`src/rtl/alu_pkg.sv`:
```
// Shared types for the ALU result stage: condition codes, flag bit positions
// and the skid-buffer state encoding.
package alu_pkg;

    // 4-bit condition code carried with each op
    typedef enum logic [3:0] {
        EQ = 4'h0,
        NE = 4'h1,
        CS = 4'h2,
        CC = 4'h3,
        MI = 4'h4,
        PL = 4'h5,
        VS = 4'h6,
        VC = 4'h7,
        HI = 4'h8,
        LS = 4'h9,
        GE = 4'hA,
        LT = 4'hB,
        GT = 4'hC,
        LE = 4'hD,
        AL = 4'hE,
        NV = 4'hF
    } cond_e;

    // Bit positions of the flags inside the packed {N,Z,C,V} vector
    localparam int FLAG_N = 3;
    localparam int FLAG_Z = 2;
    localparam int FLAG_C = 1;
    localparam int FLAG_V = 0;

    // Occupancy of the 2-entry output skid buffer
    typedef enum logic [1:0] {
        EMPTY = 2'd0,
        HALF  = 2'd1,
        FULL  = 2'd2
    } skid_state_e;

endpackage

```
`src/rtl/cond_eval.sv`:
```
// Combinational condition-code evaluator: decides whether an op with the
// given condition executes against the supplied {N,Z,C,V} flags.
module cond_eval
    import alu_pkg::*;
(
    input  cond_e      cond,
    input  logic [3:0] nzcv,
    output logic       pass
);

    logic n, z, c, v;

    assign n = nzcv[FLAG_N];
    assign z = nzcv[FLAG_Z];
    assign c = nzcv[FLAG_C];
    assign v = nzcv[FLAG_V];

    // Decode the condition; NV is reserved and never executes
    always_comb begin
        pass = 1'b0;
        case (cond)
            EQ:      pass = z;
            NE:      pass = !z;
            CS:      pass = c;
            CC:      pass = !c;
            MI:      pass = n;
            PL:      pass = !n;
            VS:      pass = v;
            VC:      pass = !v;
            HI:      pass = c && !z;
            LS:      pass = !c || z;
            GE:      pass = (n == v);
            LT:      pass = (n != v);
            GT:      pass = !z && (n == v);
            LE:      pass = z || (n != v);
            AL:      pass = 1'b1;
            NV:      pass = 1'b0;
            default: pass = 1'b0;
        endcase
    end

endmodule

```
`src/rtl/alu_result_stage.sv`:
```
// Execute-output stage behind the ALU. Holds the architectural NZCV register,
// annuls ops whose condition fails, counts annulled ops, and hands results to
// writeback through a 2-entry skid buffer.
//
// Handshake: a transfer happens on a rising edge where valid and ready are
// both high. in_ready is a register (high whenever the skid slot is free);
// out_* come only from the main register and stay stable while
// out_valid is high and out_ready is low.
module alu_result_stage
    import alu_pkg::*;
#(
    parameter int N     = 32,
    parameter int RD_W  = 4,
    parameter int CNT_W = 16
) (
    input  logic             clk,
    input  logic             rst,
    input  logic             in_valid,
    output logic             in_ready,
    input  logic [N-1:0]     in_result,
    input  logic             in_n,
    input  logic             in_z,
    input  logic             in_c,
    input  logic             in_v,
    input  logic [RD_W-1:0]  in_rd,
    input  logic             in_we,
    input  logic             in_set_flags,
    input  logic [3:0]       in_cond,
    output logic             out_valid,
    input  logic             out_ready,
    output logic [N-1:0]     out_result,
    output logic [RD_W-1:0]  out_rd,
    output logic             out_we,
    output logic [3:0]       flags_q,
    output logic [CNT_W-1:0] annul_cnt,
    output logic [1:0]       state_dbg
);

    skid_state_e       state;
    skid_state_e       next_state;
    logic              accept;
    logic              cond_pass;
    logic              entry_we;

    logic [N-1:0]      skid_result;
    logic [RD_W-1:0]   skid_rd;
    logic              skid_we;

    assign accept    = in_valid && in_ready;
    assign entry_we  = in_we && cond_pass;
    assign out_valid = (state != EMPTY);
    assign state_dbg = state;

    // Condition is judged against the architectural flags, not the op's own
    cond_eval u_cond_eval (
        .cond (cond_e'(in_cond)),
        .nzcv (flags_q),
        .pass (cond_pass)
    );

    // Skid buffer occupancy transitions
    always_comb begin
        next_state = state;
        case (state)
            EMPTY: begin
                if (accept) next_state = HALF;
            end
            HALF: begin
                if (accept && !out_ready)      next_state = FULL;
                else if (!accept && out_ready) next_state = EMPTY;
            end
            FULL: begin
                if (out_ready) next_state = HALF;
            end
            default: next_state = EMPTY;
        endcase
    end

    // State register and registered ready (ready whenever the skid slot is free)
    always_ff @(posedge clk) begin
        if (rst) begin
            state    <= EMPTY;
            in_ready <= 1'b0;
        end else begin
            state    <= next_state;
            in_ready <= (next_state != FULL);
        end
    end

    // Main and skid entry registers; new ops go to main unless it is stalled
    always_ff @(posedge clk) begin
        if (rst) begin
            out_result  <= '0;
            out_rd      <= '0;
            out_we      <= 1'b0;
            skid_result <= '0;
            skid_rd     <= '0;
            skid_we     <= 1'b0;
        end else begin
            case (state)
                EMPTY: begin
                    if (accept) begin
                        out_result <= in_result;
                        out_rd     <= in_rd;
                        out_we     <= entry_we;
                    end
                end
                HALF: begin
                    if (accept && out_ready) begin
                        out_result <= in_result;
                        out_rd     <= in_rd;
                        out_we     <= entry_we;
                    end else if (accept) begin
                        skid_result <= in_result;
                        skid_rd     <= in_rd;
                        skid_we     <= entry_we;
                    end
                end
                FULL: begin
                    if (out_ready) begin
                        out_result <= skid_result;
                        out_rd     <= skid_rd;
                        out_we     <= skid_we;
                    end
                end
                default: begin
                    out_we <= 1'b0;
                end
            endcase
        end
    end

    // Flag update on passing flag-setting ops; saturating count of annulled ops
    always_ff @(posedge clk) begin
        if (rst) begin
            flags_q   <= 4'b0000;
            annul_cnt <= '0;
        end else if (accept) begin
            if (cond_pass) begin
                if (in_set_flags) flags_q <= {in_n, in_z, in_c, in_v};
            end else if (annul_cnt != {CNT_W{1'b1}}) begin
                annul_cnt <= annul_cnt + {{(CNT_W-1){1'b0}}, 1'b1};
            end
        end
    end

endmodule

```
`config.mk`:
```
export PLATFORM = sky130hd
export DESIGN_NAME = alu_result_stage
export DESIGN_NICKNAME = d
export VERILOG_FILES = /design/src/rtl/alu_pkg.sv /design/src/rtl/cond_eval.sv /design/src/rtl/alu_result_stage.sv
export SDC_FILE = /design/constraint.sdc
export NUM_CORES = 1
export LEC_CHECK = 0
export ABC_CLOCK_PERIOD_IN_PS = 2600
export CORE_UTILIZATION = 48
export DETAILED_ROUTE_END_ITERATION = 8
export GPL_TIMING_DRIVEN = 0
export PLACE_DENSITY = 0.83
export SLEW_MARGIN = 20
export SYNTH_ARGS = -nofsm -noshare
export SYNTH_HDL_FRONTEND = slang
export SYNTH_SLANG_ARGS = --single-unit
```
`constraint.sdc`:
```
create_clock -name clk -period 2.6 [get_ports clk]
set_input_delay 0.52 -clock clk [delete_from_list [all_inputs] [get_ports clk]]
set_output_delay 0.52 -clock clk [all_outputs]
set_load 0.05 [all_outputs]
```
# Word level (Yosys, flattened, before mapping)
# Index checks and enable logic that the tools add are counted.
dict set report word_totals {
  reg_bits 97
  inputBits 50
  out_inout_bits 61
  wordCells 79
}
dict set report op_classes {
  addsub 1
  eq_ne 24
  muxes 18
  bitwise 2
  reduce_logical 24
}
# cell count
set ops {}
lappend ops {{32-bit 2-to-1 mux} 3}
lappend ops {{32-bit case mux with 3 select lines} 1}
lappend ops {{4-bit equality test, second input constant} 8}
lappend ops {{16-bit by 1-bit adder with 16-bit output, second input constant} 1}
lappend ops {{4-bit by 3-bit equality test with 1-bit output, second input constant} 4}
lappend ops {{16-bit != test, second input constant} 1}
lappend ops {{1-bit case mux with 16 select lines} 1}
lappend ops {{4-bit 2-to-1 mux} 3}
lappend ops {{4-bit case mux with 3 select lines} 1}
lappend ops {{3-bit AND reduction} 4}
lappend ops {{4-bit by 2-bit equality test with 1-bit output, second input constant} 2}
lappend ops {{2-bit 2-to-1 mux} 4}
lappend ops {{2-bit != test, second input constant} 4}
lappend ops {{1-bit logical AND} 7}
lappend ops {{1-bit zero test} 6}
lappend ops {{2-bit case mux with 3 select lines} 1}
lappend ops {{4-bit by 1-bit equality test with 1-bit output, second input constant} 1}
lappend ops {{4-bit zero test} 1}
lappend ops {{4-bit AND reduction} 1}
lappend ops {{1-bit 2-to-1 mux} 3}
lappend ops {{1-bit case mux with 3 select lines} 1}
lappend ops {{3-bit nonzero test} 1}
lappend ops {{2-bit by 1-bit equality test with 1-bit output, second input constant} 1}
lappend ops {{2-bit equality test, second input constant} 1}
lappend ops {{6 further kinds} 8}

# Depth between registers and ports, before layout
dict set report depth {
  depth_word 7
  mapped_depth 8
  depth_no_buf 7
}

# Hierarchy
# A second synthesis with hierarchy kept.
dict set report unflattened {
  hier_cells 481
  area_unflattened_um2 4219.0
}
# mod instances cells_per_inst area_per_inst_um2 seq_area_each_um2
set modules_own_cells {}
lappend modules_own_cells {alu_result_stage 1 458 4063.9 1941.9}
lappend modules_own_cells {cond_eval 1 23 155.1 0.0}

# Worst setup path before layout
# Ideal clock, no wire load.
dict set report synth_timing {
  path_kind {register -> register}
  startpoint {register annul_cnt[6]}
  endpoint {register annul_cnt[3]}
  setup_time_ps 123
  arrival_time_ps 2242
  required_time_ps 2477
  slack_ps 235
  stages_incl_launch_ff 7
  n_path_buf 0
  period_less_slack_ps 2365
  path_cell_list {dfxtp_1 nand4_1 or4_1 nand2_1 nor3_4 nand4_1 mux2_1}
}
dict set report synth_between {
  elab_chain_cells 2
}
# element line
set synth_lines {}
lappend synth_lines {{start: declaration} alu_result_stage.sv:35} ;# output logic [CNT_W-1:0] annul_cnt,
lappend synth_lines {{start signal: assignment} alu_result_stage.sv:142} ;# annul_cnt <= annul_cnt + {{(CNT_W-1){1'b0}}, 1'b1};
lappend synth_lines {{16-bit != test} alu_result_stage.sv:141} ;# end else if (annul_cnt != {CNT_W{1'b1}}) begin
lappend synth_lines {{3-bit AND reduction (no line)} --}
# No other way between the ends.
# A chain may end at the register's enable or synchronous reset.

# Worst setup path after layout
dict set report layout_timing {
  startpoint {input in_cond[2]}
  endpoint {register annul_cnt[5]}
}
dict set report layout_between {
  elab_chain_cells 4
  word_cells_on_any_way 19
  classes_between {15 x eq/ne; 1 x mux; 1 x bitwise; 2 x reduce/logical}
}
# element line
set layout_lines {}
lappend layout_lines {{start: declaration} alu_result_stage.sv:28} ;# input logic [3:0] in_cond,
lappend layout_lines {{4-bit equality test, or another cell as far along} cond_eval.sv:21} ;# case (cond)
lappend layout_lines {{1-bit case mux with 16 select lines (*)} cond_eval.sv:21}
lappend layout_lines {{1-bit inverter (no line) (*)} --}
lappend layout_lines {{3-bit AND reduction (no line) (*)} --}
# Mark *: on every way between the ends. The rest lies on a longest branch, timed or not.

==> flow_summary.json <==
{
  "std_cell_rows": 33,
  "ys_types": 48,
  "critPathArrivalTime_ns": 2.69,
  "power.leakage_nw": 2.17,
  "ys_ff_latch": 97,
  "final_util_pct": 67.4,
  "cts-root-buf": "clkbuf_8",
  "worst_ir_drop_vdd_uv": 399,
  "cts_tree": "yes",
  "grt_pass1_vias": 3711,
  "max-slew-margin-rel_pct": 52.0,
  "syn_avg_cell_area_sq_um": 8.78,
  "die_area_sq_um": 9050,
  "dpl.hpwl_microns": 7640,
  "wirelength_microns": 10300,
  "cp-start-kind": "primary input",
  "post-cts-setup-buffer-count": 0,
  "h-tree-depth": 3,
  "worst_path_max_delay_cell": "clkdlybuf4s50_1",
  "cts_resized": 0,
  "synth_fa_ha_area_share_pct": 0.301,
  "fillers": 665,
  "p_per_area_nw_per_um2": 587,
  "vias": 3783,
  "viasPerCell": 5.38,
  "die_x_microns": 95.1,
  "chipHeight_microns": 95.1,
  "status": "finished, final reports clean",
  "slew_viol_final": 0,
  "synth_compound_area_share_pct": 13.8,
  "fmax_ghz": 0.410,
  "grt_pass1_wl_microns": 16700,
  "path_delay_family": "multiplexers",
  "grt_max_degree": 19,
  "async_flop_share_pct": 0,
  "grt_use_total_pct": 23.5,
  "finalSetupViolations": 0,
  "min_path_type": "reg2reg",
  "min_period_ns": 2.44,
  "grt_overflow": 0,
  "numCtsBuffers": 9,
  "ctsHoldBuffers": 0,
  "muxShareOfSynthArea_pct": 11.7,
  "crit_fanout": 5,
  "drt_iter0_drc": 141,
  "synth_xor_area_share_pct": 3.34,
  "core_area_sq_um": 8300,
  "ys_seq_area_share_pct": 46.6,
  "path_class": "in2reg",
  "synthCells": 474,
  "required_ns": 2.85,
  "fin_skew_ns": 0.0147,
  "clockBufferDepth": 2,
  "min_period_over_period_pct": 93.7,
  "crit_buf_inv": 1,
  "wl_per_cell_microns": 14.6,
  "clk_pin_slew_ns": 0.10,
  "areaGrowthSynthToFinish_pct": 34.4,
  "tightest_slew_ns": 0.715,
  "final_nets": 644,
  "synth_top_cell_by_area": "dfxtp_1",
  "cap_violations": 0,
  "rsz0062_at_grt": "no",
  "cts_sinks": 97,
  "first_pass_iters": 5,
  "post-route-drc-count": 0,
  "yosysTopAreaCellShare_pct": 46.6,
  "syn-num-nets": 525,
  "syn_area_sq_um": 4160,
  "total_power_w": 0.00328,
  "synth_area_leaders": "dfxtp_1 47%, mux2i_1 10%, nand2_1 7.2%",
  "yosys_warnings": 0,
  "synth_top_flop_cell": "dfxtp_1",
  "yosys.area_share.simple_pct": 20.9,
  "drtAntennaViolNets": 0,
  "cp_cell_sequence": "clkdlybuf4s50_1 -> mux4_2 -> xnor2_2 -> nor2_2 -> nor3_4 -> nand4_1 -> mux2_1",
  "synth_top_family_by_area": "simple AND/OR/NAND/NOR gates",
  "gp_congestion": 0.844,
  "clk_latency_ns": 0.37,
  "antenna_found_initial": 0,
  "io_pins": 111,
  "portBuffers": 108,
  "diodes": 0,
  "drive_gt1_share_pct": 5.69,
  "worst_setup_path_end_kind": "flip-flop",
  "finalHoldViolations": 0,
  "critPathMaxStageDelay_ns": 0.55,
  "start_util_pct": 50.2,
  "synth-edff-count": 0
}
[cells in the mapped netlist (2+ instances only)]
master and count:
mux2i_1 43, nand3_1 7, nor2_1 63, a211oi_1 36, clkbuf_1 26, or2_2 2, nor2b_1 4, nand2b_1 4
nor3_1 9, dfxtp_1 97, and3_1 2, and3b_1 2, buf_2 2, nand3b_1 2, nand2_1 80, o21ai_0 3
buf_1 4, inv_1 3, mux2_1 2, xnor2_1 13, nand4_1 5, a21oi_1 39
[through the flow]
| step | setup WS (ns) | TNS, ns | std cells | cell area [sq um] | hold slack, ns |
|---|---|---|---|---|---|
| after global routing | 0.0273 | 0 | 703 | 5590 | 0.483 |
| after detailed placement | -0.355 | -20.54 | 687 | 5380 | 0.446 |
| after global placement | -0.276 | -16.57 | 687 | 5380 | 0.441 |
| after CTS | 0.00551 | 0 | 703 | 5580 | 0.461 |
| final | 0.163 | 0 | 703 | 5590 | 0.462 |
| after floorplan | 0.235 | 0 | 474 | 4160 | 0.436 |
[worst min-delay path, cell delays in order, from the launching register on]
cell,delay [ns]
dfxtp_1,0.33
nand2_1,0.05
a21oi_1,0.05
[layout by cell type (no fill, tap or decap), drive strengths merged, types with 2 or more instances in the layout]
| cell type | netlist | final |
|---|---|---|
| clkdlybuf4s50 | 0 | 108 |
| dfxtp | 97 | 97 |
| nand2 | 80 | 80 |
| nor2 | 64 | 64 |
| mux2i | 43 | 43 |
| a21oi | 39 | 39 |
| a211oi | 36 | 36 |
| clkbuf | 26 | 35 |
| xnor2 | 14 | 14 |
| nor3 | 11 | 11 |
| nand3 | 7 | 7 |
| buf | 7 | 7 |
| inv | 3 | 7 |
| nand4 | 5 | 5 |
| nand2b | 4 | 4 |
| nor2b | 4 | 4 |
| o21ai | 4 | 4 |
| or2 | 3 | 3 |
| mux2 | 3 | 3 |
| and3b | 2 | 2 |
| and3 | 2 | 2 |
| nand3b | 2 | 2 |
| clkinvlp | 0 | 2 |
| o211ai | 2 | 2 |
| nor4 | 2 | 2 |
[routing by layer]
layer  part of all wire (%)  vias up  track usage [%]
met5                      0        -                0
met4                    1.3        0             6.69
met3                    6.1       11             5.74
met2                     50      105             42.1
met1                     43     1796             27.6
li1                       -     1871                -
[cell families after synthesis]
logic type	Yosys count
buffers and inverters	36
and+or+nand+nor	191
xor gates and xnor gates	15
AOI/OAI and AO/OA	87
muxes	47
DFF	97
adders and majority gates	1
[flip-flops by register name (all words and copies together), names as in the netlist]
signal / cells
annul_cnt: 16
flags_q: 4
in_ready: 1
out_rd: 4
out_result: 32
out_we: 1
skid_rd: 4
skid_result: 32
skid_we: 1
state_dbg: 2
[path summary, 6_finish.rpt]
kind	start	to	slack [ns]	cells after the start
worst max-delay path	in_cond[2]	annul_cnt[5]	0.16	7
worst min-delay path	skid_result[6]	skid_result[6]	0.46	2
worst max register to register	annul_cnt[6]	annul_cnt[12]	0.46	6
worst min register to register	skid_result[6]	skid_result[6]	0.46	2
[power by group]
group / total, W / leakage (nW) / switching, W / internal, W
sequential: 0.00159 / 0.790 / 0.0000411 / 0.00155
combinational: 0.000676 / 1.28 / 0.000421 / 0.000255
clock: 0.00101 / 0.0988 / 0.000550 / 0.000461
[cell type report]
cell class	instances	area [sq um]	share of cell area, %
clock inverters	7	82.6	1.48
inverters	3	11.3	0.201
flip-flops and latches	97	1940	34.7
multi-input cells	341	2090	37.4
plain buffers	33	131	2.35
clock buffers	9	124	2.21
repair buffers	108	1080	19.3
well taps	105	131	2.35
Note: power is estimated with default switching activity, not from simulation.
